File: config.mk
export PLATFORM = sky130hd
export DESIGN_NAME = fifo_burst_reader
export DESIGN_NICKNAME = d
export VERILOG_FILES = /design/src/rtl/fifo_pkg.sv /design/src/rtl/rd_skid_buf.sv /design/src/rtl/fifo_burst_reader.sv
export SDC_FILE = /design/constraint.sdc
export NUM_CORES = 1
export LEC_CHECK = 0
export BUFFER_PORTS_ARGS = -buffer_cell sky130_fd_sc_hd__buf_2
export CORE_AREA = 2 2 69 104
export CTS_CLUSTER_DIAMETER = 150
export DETAILED_ROUTE_END_ITERATION = 10
export DIE_AREA = 0 0 71 106
export HOLD_SLACK_MARGIN = 0.12
export PLACE_DENSITY = 0.85
export SYNTH_ARGS = -nofsm -noshare
export SYNTH_HDL_FRONTEND = slang
export SYNTH_SLANG_ARGS = --single-unit
export TNS_END_PERCENT = 10
File: constraint.sdc
create_clock -name rd_clk_i -period 3.4 [get_ports rd_clk_i]
set_input_delay 0.17 -clock rd_clk_i [delete_from_list [all_inputs] [get_ports rd_clk_i]]
set_output_delay 0.17 -clock rd_clk_i [all_outputs]
set_load 0.02 [all_outputs]
File: src/rtl/fifo_pkg.sv
// Shared types and constants for the FIFO read-side burst engine.
package fifo_pkg;

    typedef enum logic [1:0] {
        IDLE  = 2'd0,
        DRAIN = 2'd1,
        FLUSH = 2'd2
    } state_t;

    localparam int SKID_DEPTH = 2;
    localparam int OCC_WIDTH  = $clog2(SKID_DEPTH + 1);

endpackage

File: src/rtl/rd_skid_buf.sv
// Two-entry in-order buffer that absorbs the FIFO read latency under backpressure.
module rd_skid_buf
    import fifo_pkg::*;
#(
    parameter int WIDTH = 16
) (
    input  logic                 clk,
    input  logic                 rst_n,
    input  logic                 push,
    input  logic [WIDTH-1:0]     push_data,
    input  logic                 pop,
    input  logic                 flush,
    output logic [WIDTH-1:0]     data,
    output logic [OCC_WIDTH-1:0] occupancy
);

    logic [WIDTH-1:0] mem [SKID_DEPTH];
    logic             wr_ptr;
    logic             rd_ptr;
    logic             pop_ok;
    logic             push_ok;

    // A push into a full buffer is only accepted when the head leaves in the same cycle.
    always_comb begin
        pop_ok  = pop && (occupancy != '0);
        push_ok = push && ((occupancy != OCC_WIDTH'(SKID_DEPTH)) || pop_ok);
    end

    always_ff @(posedge clk or negedge rst_n) begin
        if (!rst_n) begin
            mem[0]    <= '0;
            mem[1]    <= '0;
            wr_ptr    <= 1'b0;
            rd_ptr    <= 1'b0;
            occupancy <= '0;
        end else if (flush) begin
            wr_ptr    <= 1'b0;
            rd_ptr    <= 1'b0;
            occupancy <= '0;
        end else begin
            if (push_ok) begin
                mem[wr_ptr] <= push_data;
                wr_ptr      <= ~wr_ptr;
            end
            if (pop_ok) begin
                rd_ptr <= ~rd_ptr;
            end
            occupancy <= occupancy + OCC_WIDTH'(push_ok) - OCC_WIDTH'(pop_ok);
        end
    end

    assign data = mem[rd_ptr];

endmodule

File: src/rtl/fifo_burst_reader.sv
// Read-domain burst engine: pops len words from the async FIFO and streams them out
// on a valid/ready port with the final word tagged by m_last_o.
module fifo_burst_reader
    import fifo_pkg::*;
#(
    parameter int WIDTH     = 16,
    parameter int LEN_WIDTH = 8
) (
    input  logic                 rd_clk_i,
    input  logic                 rst_n_i,
    input  logic                 start_i,
    input  logic [LEN_WIDTH-1:0] len_i,
    input  logic                 abort_i,
    input  logic                 fifo_empty_i,
    input  logic [WIDTH-1:0]     fifo_rdata_i,
    input  logic                 fifo_rd_error_i,
    output logic                 fifo_rd_en_o,
    output logic                 m_valid_o,
    output logic [WIDTH-1:0]     m_data_o,
    output logic                 m_last_o,
    input  logic                 m_ready_i,
    output logic                 busy_o,
    output logic                 done_o,
    output logic                 err_o,
    output state_t               state_dbg
);

    state_t                state;
    logic [LEN_WIDTH-1:0]  len_r;
    logic [LEN_WIDTH-1:0]  issued;
    logic [LEN_WIDTH-1:0]  delivered;
    logic                  inflight;
    logic [OCC_WIDTH-1:0]  occupancy;
    logic                  issue;
    logic                  capture;
    logic                  read_fail;
    logic                  handshake;
    logic                  flush;
    logic                  last_beat;

    // Stream port: a beat transfers on any edge where m_valid_o && m_ready_i; once
    // raised, m_valid_o and m_data_o hold until that transfer (or an abort flush).
    always_comb begin
        issue     = (state == DRAIN) && !abort_i && !fifo_empty_i && (issued < len_r)
                    && ((int'(occupancy) + int'(inflight)) < SKID_DEPTH);
        capture   = inflight && !fifo_rd_error_i && (state == DRAIN) && !abort_i;
        read_fail = inflight && fifo_rd_error_i;
        m_valid_o = (state == DRAIN) && (occupancy != '0);
        handshake = m_valid_o && m_ready_i;
        last_beat = (delivered == (len_r - LEN_WIDTH'(1)));
        m_last_o  = m_valid_o && last_beat;
        flush     = ((state == DRAIN) && abort_i) || (state == FLUSH);
    end

    rd_skid_buf #(
        .WIDTH(WIDTH)
    ) u_skid (
        .clk       (rd_clk_i),
        .rst_n     (rst_n_i),
        .push      (capture),
        .push_data (fifo_rdata_i),
        .pop       (handshake),
        .flush     (flush),
        .data      (m_data_o),
        .occupancy (occupancy)
    );

    always_ff @(posedge rd_clk_i or negedge rst_n_i) begin
        if (!rst_n_i) begin
            state     <= IDLE;
            len_r     <= '0;
            issued    <= '0;
            delivered <= '0;
            inflight  <= 1'b0;
            err_o     <= 1'b0;
            done_o    <= 1'b0;
        end else begin
            done_o   <= 1'b0;
            inflight <= issue;
            if (read_fail) begin
                err_o <= 1'b1;
            end
            case (state)
                IDLE: begin
                    if (start_i) begin
                        err_o <= 1'b0;
                        if (len_i == '0) begin
                            done_o <= 1'b1;
                        end else begin
                            len_r     <= len_i;
                            issued    <= '0;
                            delivered <= '0;
                            state     <= DRAIN;
                        end
                    end
                end
                DRAIN: begin
                    if (abort_i) begin
                        state <= FLUSH;
                    end else begin
                        // A failed read returns its slot so the same word is requested again.
                        issued <= issued + LEN_WIDTH'(issue) - LEN_WIDTH'(read_fail);
                        if (handshake) begin
                            delivered <= delivered + LEN_WIDTH'(1);
                            if (last_beat) begin
                                state  <= IDLE;
                                done_o <= 1'b1;
                            end
                        end
                    end
                end
                FLUSH: begin
                    if (!inflight) begin
                        state  <= IDLE;
                        done_o <= 1'b1;
                    end
                end
                default: state <= IDLE;
            endcase
        end
    end

    assign fifo_rd_en_o = issue;
    assign busy_o       = (state != IDLE);
    assign state_dbg    = state;

endmodule
## Yosys cells after proc, flatten, opt, wreduce, memory -nomap -nowiden

Index checks and enable logic that the tools add are counted.

| word-level totals | value |
|---|---|
| logic and storage cells | 108 |
| register bits | 65 |
| bits of input ports | 31 |

| operators by class | value |
|---|---|
| $add $sub $neg | 7 |
| reductions and logical operators | 32 |
| multiplexer cells | 35 |
| bitwise logic cells | 6 |
| order comparisons | 5 |
| equal/unequal tests | 11 |

Operator list:

| operator | count |
|---|---|
| 16-bit two-way mux | 4 |
| 8-bit two-way mux | 5 |
| 32-bit bitwise mux | 1 |
| 8-bit case mux with 2 select lines | 2 |
| 16-bit demux with 1-bit select | 1 |
| 1-bit logical AND | 15 |
| 2-bit two-way mux | 7 |
| 1-bit two-way mux | 13 |
| 2-bit inequality test, second input constant | 5 |
| 5-bit AND reduction | 2 |
| 2-bit nonzero test | 5 |
| 8-bit by 1-bit adder with 8-bit output | 1 |
| 8-bit by 1-bit adder with 8-bit output, second input constant | 1 |
| 8-bit equality test | 1 |
| 8-bit zero test | 1 |
| 8-bit less-than comparator | 1 |
| 8-bit by 1-bit subtractor with 8-bit output | 1 |
| 8-bit by 1-bit subtractor with 8-bit output, second input constant | 1 |
| 2-bit case mux with 3 select lines | 1 |
| 2-bit greater-or-equal comparator, second input constant | 2 |
| 1-bit NOT | 4 |
| 1-bit NOT with 2-bit output | 2 |
| 4-bit AND reduction | 1 |
| 2-bit by 1-bit adder with 3-bit output | 1 |
| 15 further kinds | 18 |

## Depth between registers and ports, before layout

Gate-level depths: netlist of the first run.

| depth | value |
|---|---|
| depth after elaboration | 9 |
| mapped depth | 15 |
| mapped depth without buffers | 15 |

## Hierarchy

From an unflattened synthesis of the first run, not the netlist that was laid out.

| second synthesis, totals | value |
|---|---|
| cell total of the unflattened synthesis | 329 |
| area, all modules | 3626.0 um^2 |

Modules (own cells, without submodules):

| module | seq. area each (um^2) | area an instance (um^2) | cells an instance | instances |
|---|---|---|---|---|
| fifo_burst_reader | 725.7 | 1966.9 | 221 | 1 |
| rd_skid_buf | 900.9 | 1659.1 | 108 | 1 |

## Least setup slack after synthesis of the first run

OpenSTA, ideal clock, no wires.

| timing | value |
|---|---|
| kind | register to register |
| start | reg len_r[1] |
| end | reg issued[6] |
| library setup time | 0.121 ns |
| stages on the path, launching flop included | 16 |
| required time | 3.279 ns |
| slack | 0.248 ns |
| period minus slack after synthesis | 3.152 ns |
| arrival | 3.031 ns |
| path buffers | 0 |
| path through | dfrtp_1 > inv_1 > ha_1 > a21o_1 > a21o_1 > a21o_1 > a21o_1 > a41oi_1 > ha_1 > fa_1 > a21o_1 > a21oi_1 > o21bai_1 > a21oi_1 > xnor2_1 > a22o_1 |

| between the ends | value |
|---|---|
| cells in the longest elaborated chain, start to end | 7 |

RTL lines:

| what | RTL line | text |
|---|---|---|
| from (decl) | fifo_burst_reader.sv:29 | `logic [LEN_WIDTH-1:0] len_r;` |
| from (signal assigned) | fifo_burst_reader.sv:90 | `len_r <= len_i;` |
| 8-bit less-than comparator | fifo_burst_reader.sv:44 | `issue = (state == DRAIN) && !abort_i && !fifo_empty_i && (issued < len_r)` |
| 1-bit logical AND | fifo_burst_reader.sv:44 |  |
| 1-bit logical AND | fifo_burst_reader.sv:45 | `&& ((int'(occupancy) + int'(inflight)) < SKID_DEPTH);` |
| via fifo_rd_en_o | fifo_burst_reader.sv:17 | `output logic fifo_rd_en_o,` |
| 8-bit by 1-bit adder with 8-bit output | fifo_burst_reader.sv:102 | `issued <= issued + LEN_WIDTH'(issue) - LEN_WIDTH'(read_fail);` |
| 8-bit by 1-bit subtractor with 8-bit output | fifo_burst_reader.sv:102 |  |
| 8-bit two-way mux | fifo_burst_reader.sv:98 | `if (abort_i) begin` |
| 8-bit case mux with 2 select lines | fifo_burst_reader.sv:83 | `case (state)` |
| to (signal assigned) | fifo_burst_reader.sv:102 |  |
| to (decl) | fifo_burst_reader.sv:30 | `logic [LEN_WIDTH-1:0] issued;` |

The timed path passes the listed nets, and every way through them passes these cells. The select of a mux whose other input is x is not followed.
A chain may end at the register's enable or synchronous reset.

## Final worst setup path of the first run

| timing | value |
|---|---|
| start | reg len_r[1] |
| end | reg issued[6] |

| between the ends | value |
|---|---|
| cells in the longest elaborated chain, start to end | 7 |

RTL lines:

| what | RTL line |
|---|---|
| 8-bit less-than comparator | fifo_burst_reader.sv:44 |
| 1-bit logical AND | fifo_burst_reader.sv:44 |
| 1-bit logical AND | fifo_burst_reader.sv:45 |
| 8-bit by 1-bit adder with 8-bit output | fifo_burst_reader.sv:102 |
| 8-bit by 1-bit subtractor with 8-bit output | fifo_burst_reader.sv:102 |
| 8-bit two-way mux | fifo_burst_reader.sv:98 |
| 8-bit case mux with 2 select lines | fifo_burst_reader.sv:83 |

Every way passes these cells. The select of a mux whose other input is x is not followed.

==> run_results.csv, run 1 <==
group,metric,value,unit
floorplanning,die_h,106,µm
synth,ys.warnings.count,0,
worst_setup_path,worst-setup-path-type,"register to register",
detailed_routing,top_layer_used,"met4",
sta,setup_viol,0,
detailed_routing,drtIter0Drc,200,
final_layout,syn2layout_area_growth,23.2,%
synth,syn_inst,324,
place,gp_routability_congestion,0.843,
detailed_routing,wl,8440,µm
clock_tree,cts_buffers,9,
power,p_comb_frac,0.454,
flow_run,max-cap-violations,0,
worst_setup_path,end_kind,"register",
sta,fmax,317,MHz
worst_setup_path,crit_chain,"inv_1 -> ha_1 -> a21o_1 -> a21o_1 -> a21o_1 -> a21o_1 -> a41oi_1 -> ha_1 -> fa_1 -> a21o_1 -> a21oi_1 -> o21bai_1 -> a21oi_1 -> xnor2_1 -> a22o_1",
synth,syn-num-nets,375,
detailed_routing,dr_wl_met2,4600,µm
detailed_routing,drc_errors,0,
floorplanning,die_w,71,µm
worst_setup_path,critPathSlowestCell,"dfrtp_1",
detailed_routing,firstDrtPassIters,4,
place,dp.cells,448,
global_routing,first_global_vias,3048,
worst_setup_path,worst_ep_arrival_time,3.39,ns
power,internal_power,2050,µW
place,placed_area,3900,µm²
clock_tree,htree_levels,3,
hold_path,worstHoldPathCells,4,
final_layout,diodes,0,
place,portBuffers,54,
global_routing,grt-ovfl-total,0,
final_layout,final_cell_mix,"dfrtp_1 (65), buf_2 (54), mux2_2 (48)",
synth,ys_ff_latch,65,
worst_setup_path,start_kind,"register",
hold_path,hold_path_class,"input pin to register",
synth,syn-mean-instance-area,11.0,µm²
worst_setup_path,crit_buf_inv,1,
final_layout,drive_gt1_frac,0.297,
detailed_routing,post_drt_wl_per_cell,17.1,µm
final_layout,fin_cells,492,
worst_setup_path,cp_max_fo,4,
sta,worstMarginPinSlew,0.910,ns
sta,slew_headroom,0.394,
worst_setup_path,path_delay_family,"compound AO/OA/AOI/OAI gates",
hold_path,min_delay_worst_endpoint,"inflight",
hold_path,hp-start,"fifo_empty_i",
power,power_switching_share,0.404,
synth,synthFlopType,"dfrtp_1",
sta,fin_skew,0.00717,ns
sta,fin_setup_tns,0,ns
worst_setup_path,reg2reg_setup_slack,0.25,ns
worst_setup_path,crit_top_cell,"a21o_1",
detailed_routing,viasPerCell,5.74,
floorplanning,fp.coreArea,6710,µm²
floorplanning,floorplan.initialDensity,0.530,
sta,min_period,3.15,ns
power,p_switching,1390,µW
worst_setup_path,worst_r2r_path_depth,15,
detailed_routing,met1Wirelength,3270,µm
sta,slew_viol_final,0,
place,dpl.hpwl,5670,µm
detailed_routing,final_antenna_net_count,0,
worst_setup_path,required,3.64,ns
final_layout,design_area,4380,µm²
worst_setup_path,max_stage_delay,0.39,ns
global_routing,grt_max_degree,42,
synth,synth_seq_area_share,0.457,
power,ir_worst_vdd,0.528,mV
detailed_routing,wl_met3,290,µm
sta,period_share,0.927,
sta,rsz0062_at_grt,"false",
sta,hold_viol,0,
power,pwr_density_cell,784,nW/µm²
synth,ys_types,46,
clock_tree,clk_latency,0.34,ns
synth,synth_edf_count,0,
floorplanning,dieArea,7530,µm²
power,p_leak,0.00222,µW
clock_tree,ctsResizeCount,0,
run_status,status,"complete, no violations",
synth,async_flop_share,1.00,
global_routing,antenna_found_initial,0,
power,power_frac_clock,0.197,
final_layout,final_common_cell,"dfrtp_1",
clock_tree,cts_tree,"yes",
detailed_routing,vias,2822,
clock_tree,cts_root_buf,"clkbuf_8",
global_routing,grtUsageTotal,0.236,
floorplanning,rows,37,
clock_tree,clock-sinks,65,
final_layout,nets,460,
clock_tree,clk_path_buf_depth,2,
worst_setup_path,reg2reg_to,"issued[6]",
floorplanning,io_pins,55,
synth,synth.cell_area,3560,µm²
global_routing,grt_pass1_wl,14000,µm
clock_tree,clkTransAtPathRegs,0.08,ns
worst_setup_path,timing.rr.start,"len_r[1]",
power,power_frac_seq,0.349,
power by group through the flow:
stage	combinational, µW	sequential [µW]	clock (µW)
2_1_floorplan	1190	1130	0
3_3_place_gp	1460	1190	0
6_report	1560	1200	675
3_5_place_dp	1520	1200	0
5_1_grt	1740	1220	720
4_1_cts	1550	1190	681
synthesized netlist by cell type (all sizes together), types with 5 or more instances:
| master | number | share of area |
|---|---|---|
| dfrtp | 65 | 0.46 |
| a22o | 8 | 0.020 |
| nor2 | 16 | 0.017 |
| a21oi | 6 | 0.0084 |
| a21o | 7 | 0.015 |
| buf | 5 | 0.0074 |
| ha | 19 | 0.067 |
| nand4 | 7 | 0.012 |
| inv | 28 | 0.030 |
| mux2 | 48 | 0.15 |
| clkbuf | 6 | 0.0063 |
| xnor2 | 11 | 0.027 |
| nand2 | 17 | 0.018 |
| xor2 | 13 | 0.034 |
| o21ai | 19 | 0.027 |
per-layer routing:
layer	vias up	GRT usage
li1	1318	-
met1	1405	0.256
met2	77	0.438
met3	22	0.0379
met4	0	0.109
met5	-	0
worst max path at each step:
stage	start	to	slack, ns	cells after the start
3_3_place_gp	len_r[1]	issued[6]	0.45	15
6_report	len_r[1]	issued[6]	0.25	15
2_1_floorplan	len_r[1]	issued[6]	0.25	15
4_1_cts	len_r[1]	issued[6]	0.25	15
3_5_place_dp	len_r[1]	issued[6]	0.26	15
5_1_grt	len_r[1]	issued[6]	0.06	15
timing repair:
item / in CTS / in global routing
setup buffers: 0 / 0
endpoints found under the hold margin: 83 / 0
hold buffers: 28 / 0
registers in the layout, indices dropped and copies added, names as in the netlist, 2 cells and up:
name              cells
u_skid.mem           32
delivered             8
issued                8
len_r                 8
state_dbg             2
u_skid.occupancy      2
final cells by class:
type,count,area (µm²)
clock inverters,7,78.8
flip-flops and latches,65,1630
fillers,479,2330
repair buffers,85,573
well taps,78,97.6
multi-input cells,220,1780
inverters,28,105
clock buffers,9,124
worst register-to-register path: stages, from the launching register on:
cell,delay [ns]
dfrtp_1,0.39
inv_1,0.09
ha_1,0.30
a21o_1,0.17
a21o_1,0.17
a21o_1,0.17
a21o_1,0.17
a41oi_1,0.34
ha_1,0.28
fa_1,0.23
a21o_1,0.12
a21oi_1,0.08
o21bai_1,0.13
a21oi_1,0.09
xnor2_1,0.13
a22o_1,0.18
cells by family (layout without fill, tap and decap cells):
kind of cell | after synthesis | count (layout) | share of synthesized area
simple gates | 66 | 66 | 0.0939
buf+inv | 39 | 129 | 0.0432
xor+xnor | 24 | 24 | 0.0612
mux | 49 | 49 | 0.155
fa+ha+maj | 20 | 20 | 0.0724
compound gates | 61 | 61 | 0.117
flops | 65 | 65 | 0.457
stage by stage:
stage | hold slack (ns) | power (µW) | setup slack, ns | util
3_3_place_gp | 0.331 | 2650 | 0.453 | 0.581
2_1_floorplan | -0.126 | 2310 | 0.248 | -
4_1_cts | 0.198 | 3430 | 0.255 | 0.653
6_report | 0.222 | 3440 | 0.249 | 0.653
5_1_grt | 0.210 | 3680 | 0.0572 | 0.653
3_5_place_dp | 0.353 | 2720 | 0.262 | 0.581
Note: power is estimated with default switching activity, not from simulation.
==> run 2: changes to the inputs <==
--- a/config.mk
+++ b/config.mk
@@ -5,7 +5,7 @@
 export SDC_FILE = /design/constraint.sdc
 export NUM_CORES = 1
 export LEC_CHECK = 0
-export BUFFER_PORTS_ARGS = -buffer_cell sky130_fd_sc_hd__buf_2
+export BUFFER_PORTS_ARGS = -buffer_cell sky130_fd_sc_hd__buf_4
 export CORE_AREA = 2 2 69 104
 export CTS_CLUSTER_DIAMETER = 150
 export DETAILED_ROUTE_END_ITERATION = 10
==> run 2 against run 1 <==
Net effect: non-clock buffer count fell by 1; final cell count is 0.20% lower; routed wire length grew 4.9%; via count increased by 1.9%; global-route usage rose by 1.4 points; core utilization up 3.0 points; first-iteration DRC count is 26% lower; sequential cell count stayed put; critical path depth stayed put; clock power increased by 33%; die area did not move; largest power group unchanged.
==> run_results.csv, run 2 (synthesized netlist as in run 1, its figures left out) <==
group,metric,value,unit
clock_tree,ctsHoldBuffers,28,
sta,min_period,3.14,ns
clock_tree,ctsResizeCount,0,
sta,setup_viol,0,
floorplanning,rows,37,
power,p_switching,1400,µW
final_layout,syn2layout_area_growth,28.8,%
worst_setup_path,worst-setup-path-type,"register to register",
global_routing,grt_max_degree,66,
hold_path,hold_path_class,"input pin to register",
global_routing,grtUsageTotal,0.250,
worst_setup_path,worst_ep_arrival_time,3.37,ns
final_layout,final_common_cell,"dfrtp_1",
worst_setup_path,required,3.63,ns
final_layout,multiInputGateArea,1780,µm²
detailed_routing,drtIter0Drc,149,
final_layout,final_cell_mix,"dfrtp_1 (65), buf_4 (56), mux2_2 (48)",
worst_setup_path,start_kind,"register",
sta,slew_headroom,0.451,
clock_tree,htree_levels,3,
clock_tree,post_cts_buffers,0,
global_routing,first_global_vias,3125,
flow_run,max-cap-violations,0,
clock_tree,clk_latency,0.34,ns
final_layout,drive_gt1_frac,0.295,
sta,hold_ws,0.207,ns
global_routing,antenna_found_initial,0,
sta,fin_setup_tns,0,ns
sta,period_share,0.924,
floorplanning,fp.coreArea,6710,µm²
floorplanning,io_pins,55,
detailed_routing,drc_errors,0,
power,power_frac_clock,0.240,
worst_setup_path,critPathSlowestCell,"dfrtp_1",
worst_setup_path,cp_max_fo,4,
place,portBuffers,54,
run_status,status,"complete, no violations",
place,dpl.hpwl,5720,µm
sta,worstMarginPinSlew,0.824,ns
final_layout,regArea,1630,µm²
final_layout,diodes,0,
clock_tree,clk_path_buf_depth,2,
power,pwr_density_cell,819,nW/µm²
power,ir_worst_vdd,0.555,mV
sta,fin_skew,0.0102,ns
detailed_routing,firstDrtPassIters,4,
power,power_frac_seq,0.322,
sta,hold_viol,0,
final_layout,largest_register_ffs,32,
power,power_switching_share,0.373,
detailed_routing,wl,8850,µm
worst_setup_path,max_stage_delay,0.39,ns
detailed_routing,post_drt_wl_per_cell,18.0,µm
detailed_routing,final_antenna_net_count,0,
global_routing,grt_pass1_wl,14700,µm
power,p_comb_frac,0.438,
clock_tree,clock-sinks,65,
sta,rsz0062_at_grt,"false",
clock_tree,cts_tree,"yes",
sta,fmax,318,MHz
clock_tree,cts_buffers,9,
final_layout,nets,459,
global_routing,grt-ovfl-total,0,
worst_setup_path,crit_buf_inv,1,
clock_tree,clkTransAtPathRegs,0.07,ns
sta,slew_viol_final,0,
clock_tree,cts_root_buf,"clkbuf_8",
floorplanning,floorplan.initialDensity,0.530,
floorplanning,dieArea,7530,µm²
worst_setup_path,path_delay_family,"compound AO/OA/AOI/OAI gates",
place,gp_routability_congestion,0.884,
final_layout,regMostFlops,"u_skid.mem",
floorplanning,die_h,106,µm
final_layout,n_fill_cell,464,
detailed_routing,viasPerCell,5.86,
detailed_routing,vias,2876,
worst_setup_path,crit_chain,"inv_1 -> ha_1 -> a21o_1 -> a21o_1 -> a21o_1 -> a21o_1 -> a41oi_1 -> ha_1 -> fa_1 -> a21o_1 -> a21oi_1 -> o21bai_1 -> a21oi_1 -> xnor2_1 -> a22o_1",
worst_setup_path,end_kind,"register",
floorplanning,die_w,71,µm
power,p_leak,0.00229,µW
power,internal_power,2360,µW
worst_setup_path,crit_top_cell,"a21o_1",
## run 2: cell types whose count changed in the layout (fill, tap and decap cells not counted), sizes merged
cell,delta
bufinv,+3
clkinvlp,-3
buf,-1
clkbuf,+1
inv,-1
## run 2: cell type report
| cell class | instances | area share |
|---|---|---|
| Multi-Input combinational cell | 220 | 0.388 |
| Tap cell | 78 | 0.0213 |
| Clock buffer | 10 | 0.0300 |
| Timing Repair Buffer | 84 | 0.153 |
| Inverter | 28 | 0.0229 |
| Sequential cell | 65 | 0.355 |
| Clock inverter | 6 | 0.0300 |
## run 2: worst paths after layout
path                                start  cells after the start  slack, ns        endpoint
min reg2reg                u_skid.mem[14]                      1       0.51  u_skid.mem[14]
min                          fifo_empty_i                      4       0.21        inflight
max in group asynchronous         rst_n_i                      2       2.39    delivered[0]
min in group asynchronous         rst_n_i                      2       0.46    delivered[3]
max reg2reg                      len_r[1]                     15       0.26       issued[6]
max                              len_r[1]                     15       0.26       issued[6]
## run 2: routing by layer
metal | up-vias | part of all wire | track usage
li1 | 1323 | - | -
met1 | 1450 | 0.40 | 0.285
met2 | 83 | 0.54 | 0.453
met3 | 20 | 0.041 | 0.0455
met4 | 0 | 0.024 | 0.0984
met5 | - | 0 | 0
## run 2: stage by stage
step	area [µm²]	power (µW)	cells	util	setup slack, ns
after floorplan	3560	2310	324	-	0.248
after global placement	4030	2730	447	0.600	0.445
after detailed placement	4030	2810	447	0.600	0.331
after CTS	4580	3740	491	0.683	0.322
after global routing	4580	4000	491	0.683	0.0289
final	4580	3760	491	0.683	0.258
## run 2: power by group through the flow
stage | clock, µW | combinational [µW] | sequential (µW)
6_report | 901 | 1650 | 1210
5_1_grt | 946 | 1830 | 1230
4_1_cts | 910 | 1640 | 1200
3_5_place_dp | 0 | 1600 | 1210
3_3_place_gp | 0 | 1530 | 1190
2_1_floorplan | 0 | 1190 | 1130
## run 2: worst min-delay path, stage by stage
cell and delay (ns):
buf_4 0.08, nor3_1 0.04, nand4_1 0.11, a41oi_1 0.09
